**config.mk**
```make
export PLATFORM = sky130hd
export DESIGN_NAME = aes_round_ctrl
export DESIGN_NICKNAME = d
export VERILOG_FILES = /design/src/rtl/aes_round_ctrl.sv
export SDC_FILE = /design/constraint.sdc
export NUM_CORES = 1
export LEC_CHECK = 0
export BUFFER_PORTS_ARGS = -buffer_cell sky130_fd_sc_hd__buf_2
export CORE_AREA = 10 10 349 351
export CTS_CLUSTER_DIAMETER = 40
export DETAILED_ROUTE_END_ITERATION = 16
export DIE_AREA = 0 0 359 361
export GPL_ROUTABILITY_DRIVEN = 0
export GPL_TIMING_DRIVEN = 1
export HOLD_SLACK_MARGIN = 0.12
export PLACE_DENSITY = 0.44
export SKIP_LAST_GASP = 1
export SLEW_MARGIN = 15
export SYNTH_ARGS = -nofsm -noshare
export SYNTH_HDL_FRONTEND = slang
export SYNTH_SLANG_ARGS = --single-unit
```
**constraint.sdc**
```tcl
create_clock -name clk -period 14.9 [get_ports clk]
set_input_delay 0.745 -clock clk [delete_from_list [all_inputs] [get_ports clk]]
set_output_delay 0.745 -clock clk [all_outputs]
set_load 0.01 [all_outputs]
```
**src/rtl/aes_round_ctrl.sv**
```systemverilog
// rtl/aes_round_ctrl.sv - iterative AES-128 round sequencer driving an external round datapath
//
// Purpose:
//   Accepts one plaintext/key pair per handshake. It holds the cipher state and the
//   current round key. It steps an external combinational round datapath once per clock
//   for NR rounds, then presents the ciphertext until the consumer takes it.
//
// Ports:
//   clk, rst            clock, asynchronous active-high reset
//   flush               synchronous abort to IDLE (wins over every handshake)
//   in_valid/in_ready   input handshake; in_data = plaintext, in_key = cipher key
//   dp_state, dp_rkey   state register and previous round key, fed to the datapath
//   dp_round, dp_final  round index (1..NR in ROUND, else 0), last-round flag
//   dp_rk_next          expanded round key for dp_round (from the datapath)
//   dp_result           round output (from the datapath)
//   out_valid/out_ready output handshake; out_data = ciphertext
//   busy                high while a block is in flight or waiting to be taken
module aes_round_ctrl #(
    parameter int NR = 10,
    parameter int RW = 4
) (
    input  logic          clk,
    input  logic          rst,
    input  logic          flush,
    input  logic          in_valid,
    output logic          in_ready,
    input  logic [127:0]  in_data,
    input  logic [127:0]  in_key,
    output logic [127:0]  dp_state,
    output logic [127:0]  dp_rkey,
    output logic [RW-1:0] dp_round,
    output logic          dp_final,
    input  logic [127:0]  dp_rk_next,
    input  logic [127:0]  dp_result,
    output logic          out_valid,
    input  logic          out_ready,
    output logic [127:0]  out_data,
    output logic          busy
);

    typedef enum logic [1:0] {
        S_IDLE  = 2'd0,
        S_ROUND = 2'd1,
        S_DONE  = 2'd2
    } fsm_e;

    fsm_e          fsm_q;
    logic [127:0]  state_q;
    logic [127:0]  key_q;
    logic [RW-1:0] round_q;
    logic          out_valid_q;
    logic          busy_q;

    logic          last_round;
    logic          accept;
    logic [127:0]  load_state_d;

    // round_q is kept at 0 whenever the FSM is not in ROUND, so it can drive dp_round
    // directly and dp_final needs no state decode.
    assign last_round   = (round_q == RW'(NR));
    assign in_ready     = (fsm_q == S_IDLE) || ((fsm_q == S_DONE) && out_ready);
    // A handshake coinciding with flush is ignored, so flush masks the accept.
    assign accept       = in_valid && in_ready && !flush;
    // Initial AddRoundKey is folded into the load.
    assign load_state_d = in_data ^ in_key;

    always_ff @(posedge clk or posedge rst) begin
        if (rst) begin
            fsm_q       <= S_IDLE;
            state_q     <= '0;
            key_q       <= '0;
            round_q     <= '0;
            out_valid_q <= 1'b0;
            busy_q      <= 1'b0;
        end else if (flush) begin
            fsm_q       <= S_IDLE;
            round_q     <= '0;
            out_valid_q <= 1'b0;
            busy_q      <= 1'b0;
        end else begin
            case (fsm_q)
                S_IDLE, S_DONE: begin
                    if (accept) begin
                        fsm_q       <= S_ROUND;
                        state_q     <= load_state_d;
                        key_q       <= in_key;
                        round_q     <= RW'(1);
                        out_valid_q <= 1'b0;
                        busy_q      <= 1'b1;
                    end else if ((fsm_q == S_DONE) && out_ready) begin
                        fsm_q       <= S_IDLE;
                        out_valid_q <= 1'b0;
                        busy_q      <= 1'b0;
                    end
                end
                S_ROUND: begin
                    state_q <= dp_result;
                    key_q   <= dp_rk_next;
                    if (last_round) begin
                        fsm_q       <= S_DONE;
                        round_q     <= '0;
                        out_valid_q <= 1'b1;
                    end else begin
                        round_q <= round_q + RW'(1);
                    end
                end
                default: begin
                    fsm_q       <= S_IDLE;
                    round_q     <= '0;
                    out_valid_q <= 1'b0;
                    busy_q      <= 1'b0;
                end
            endcase
        end
    end

    assign dp_state  = state_q;
    assign dp_rkey   = key_q;
    assign dp_round  = round_q;
    assign dp_final  = last_round;
    assign out_valid = out_valid_q;
    assign out_data  = out_valid_q ? state_q : '0;
    assign busy      = busy_q;

endmodule

```
==> run_results.csv <==
group,metric,value,unit
placed_design,detailedPlacementHpwl,60100,um
route,route.antenna.remaining_nets,0,
global_route,pin_count_of_the_biggest_net_entering_global_routing,143,
cts,cts_made_buffers,66,
cells_and_area,final_layout_size_suffix_gt1_frac,0.708,
yosys,synth_enable_flop_cells,0,
route,remaining_drc_errors,0,
global_route,grt_remaining_overflow,0,
cts,clock_sink_count,263,
yosys,netlist_instances,1135,
floorplanning,initial_utilization,0.129,
yosys,yosysTopAreaCellShare,0.442,
floorplanning,fp.coreArea,0.115,mm2
yosys,ys_types,30,
critical_path,setup.worst_path.class,"reg2out",
yosys,post_synth_fa_ha_maj_area_fraction,0.00168,
route,vias,12600,
global_route,global_route_wire_length_before_repair,105000,um
cts,htree_levels,3,
sta,tightest_slew,1070,ps
yosys,async_reset_ff_frac,1.00,
floorplanning,fp-row-count,125,
yosys,netlist_top_cells_area,"sky130_fd_sc_hd__dfrtp_1 (44%), sky130_fd_sc_hd__mux2_2 (34%), sky130_fd_sc_hd__xor2_1 (7.6%)",
yosys,synth.area.mux_share,0.388,
floorplanning,chipHeight,361,um
route,drt_first_iter_violations,389,
cells_and_area,final_nets,2569,
power,power_leakage,0.0111,uW
route,wl,75000,um
power,pwr_density_cell,140,mW/mm2
cts,cts-root-to-sink-buffers,3,
hold_path,path_type_of_the_worst_min_delay_path,"in2async",
cts,clkSlewWorstSetupHoldPaths,40,ps
yosys,synth_area,0.0149,mm2
cells_and_area,layout.cells.most_common,"sky130_fd_sc_hd__buf_2",
yosys,number_of_warnings_printed_during_yosys_synthesis,0,
yosys,synth_top_family_by_area,"multiplexers",
global_route,grt_use_total,0.110,
sta,setup_violations,0,
cts,holdBufCountCts,0,
floorplanning,chipWidth,359,um
sta,slew_headroom,0.283,
sta,report.final.hold_viol_count,0,
sta,final.min_clock_period,3520,ps
placed_design,io_buffers,908,
sta,fmax,284,MHz
sta,grt_setup_unrepaired,"no",
yosys,synth-compound-area-share,0.00613,
cells_and_area,syn2layout_area_growth,57.2,%
floorplanning,boundaryPins,909,
cts,clk-insertion-delay-late,600,ps
critical_path,end_kind,"output pin",
sta,final.hold.worst_slack,227,ps
yosys,syn_nets,1654,
cells_and_area,commonest_cells_after_routing_fill_and_taps_aside,"sky130_fd_sc_hd__buf_2 (908), sky130_fd_sc_hd__mux2_2 (453), sky130_fd_sc_hd__dfrtp_1 (262)",
sta,finalCritPeriodShare,0.236,
yosys,synth.ff_latch_count,263,
cts,clk_root_buffer_cell,"sky130_fd_sc_hd__clkbuf_16",
cts,cts_tree,"yes",
critical_path,worstSetupStartpoint,"out_valid",
sta,timing.setup.tns,0,ps
yosys,synth.yosys.seq_area_share,0.442,
cts,postCtsResizedCells,0,
cells_and_area,ff_latch_area,0.00659,mm2
yosys,post_synth.cell_area_avg,13.1,um2
global_route,antenna_found_initial,10,
critical_path,critical_path_arrival,2770,ps
sta,timing.clock.skew,21.1,ps
critical_path,r2r-end,"dp_state[84]",
route,drt-vias-per-instance,3.47,
route,detail_route.wl_per_cell,20.6,um
critical_path,start_kind,"register",
global_route,grt_pass1_vias,14400,
sta,final_max_slew_viol_count,0,
run,maxCapViolCount,0,
yosys,post_synth_and_or_nand_nor_area_fraction,0.0595,
critical_path,worst-r2r-setup-slack,11750,ps
cts,post_cts_setup_buffer_count,0,
yosys,synth_ff_type,"sky130_fd_sc_hd__dfrtp_1",
yosys,xor_and_xnor_fraction_of_the_mapped_netlist_area,0.0759,
run_status,outcome,"completed",
critical_path,rr_startpoint,"fsm_q[0]",
critical_path,worst-r2r-cell-count,5,
yosys,yosysTopAreaCell,"sky130_fd_sc_hd__dfrtp_1",
cells_and_area,fillerInstances,12800,
critical_path,cp.required,14160,ps
critical_path,worst-path-max-fanout,105,
cells_and_area,multi_input_area,0.00794,mm2
power,ir_worst_vdd,0.123,mV
route,drtPass1Iterations,4,
floorplanning,design.die.area,0.130,mm2
critical_path,crit_end,"out_data[65]",
## cell type report
class,count,area share
Antenna cell,7,0.000748
Timing Repair Buffer,917,0.199
Clock buffer,86,0.0780
Sequential cell,263,0.281
Tap cell,1524,0.0814
Multi-Input combinational cell,800,0.339
Clock inverter,32,0.0203
Inverter,2,0.000641
## cells by family after synthesis
logic type / after synthesis
multiplexers: 514
flip-flops: 263
AND/OR/NAND/NOR: 143
XOR/XNOR: 129
buffers and inverters: 72
AO/OA/AOI/OAI: 12
adder cells (fa/ha/maj): 2
## Yosys cell counts (2+ instances only)
master / count
sky130_fd_sc_hd__a21oi_1: 3
sky130_fd_sc_hd__and2_1: 128
sky130_fd_sc_hd__buf_2: 29
sky130_fd_sc_hd__buf_4: 22
sky130_fd_sc_hd__clkbuf_1: 17
sky130_fd_sc_hd__dfrtp_1: 263
sky130_fd_sc_hd__ha_1: 2
sky130_fd_sc_hd__inv_1: 2
sky130_fd_sc_hd__mux2_1: 59
sky130_fd_sc_hd__mux2_2: 453
sky130_fd_sc_hd__mux2i_1: 2
sky130_fd_sc_hd__nand2b_1: 3
sky130_fd_sc_hd__nor2_1: 3
sky130_fd_sc_hd__nor2b_1: 3
sky130_fd_sc_hd__o2bb2ai_1: 2
sky130_fd_sc_hd__or2_2: 2
sky130_fd_sc_hd__xor2_1: 129
## worst max-delay path, stage by stage, from the launching register on
cell and delay [ps]:
sky130_fd_sc_hd__dfrtp_4 690, sky130_fd_sc_hd__buf_4 820, sky130_fd_sc_hd__and2_1 340, sky130_fd_sc_hd__buf_2 170
## state kept, by name, indices dropped and copies added (netlist names)
name,flops
dp_rkey,128
dp_state,128
dp_round,4
busy,1
fsm_q,1
out_valid,1
## layer usage
metal  track usage  part of all wire
met5             0           0.00015
met4        0.0465             0.039
met3        0.0383             0.082
met2         0.192              0.50
met1         0.121              0.38
## power by group
part	total (uW)	switching (uW)	internal, uW
registers	1020	133	884
logic	779	387	392
clock network	1490	483	1010
## stage by stage
step                instances  utilization  power [uW]  cell area (um2)  setup slack, ps
floorplan                1135            -        1400            14900             6910
global placement         3506        0.183        1830            21100            11490
detailed placement       3506        0.183        1830            21100            11460
CTS                      3624        0.203        3360            23400            11110
global route             3627        0.203        3460            23400            11050
finish                   3631        0.203        3280            23400            11380
## worst min-delay path by stage
stage	start	to	cells after the start
6_report	rst	dp_state[19]	2
4_1_cts	rst	dp_state[19]	2
3_5_place_dp	dp_rkey[68]	dp_rkey[68]	1
3_3_place_gp	dp_rkey[66]	dp_rkey[66]	1
5_1_grt	rst	dp_rkey[22]	2
2_1_floorplan	dp_rkey[126]	dp_rkey[126]	1
No activity file was read; power rests on OpenSTA's default activity.
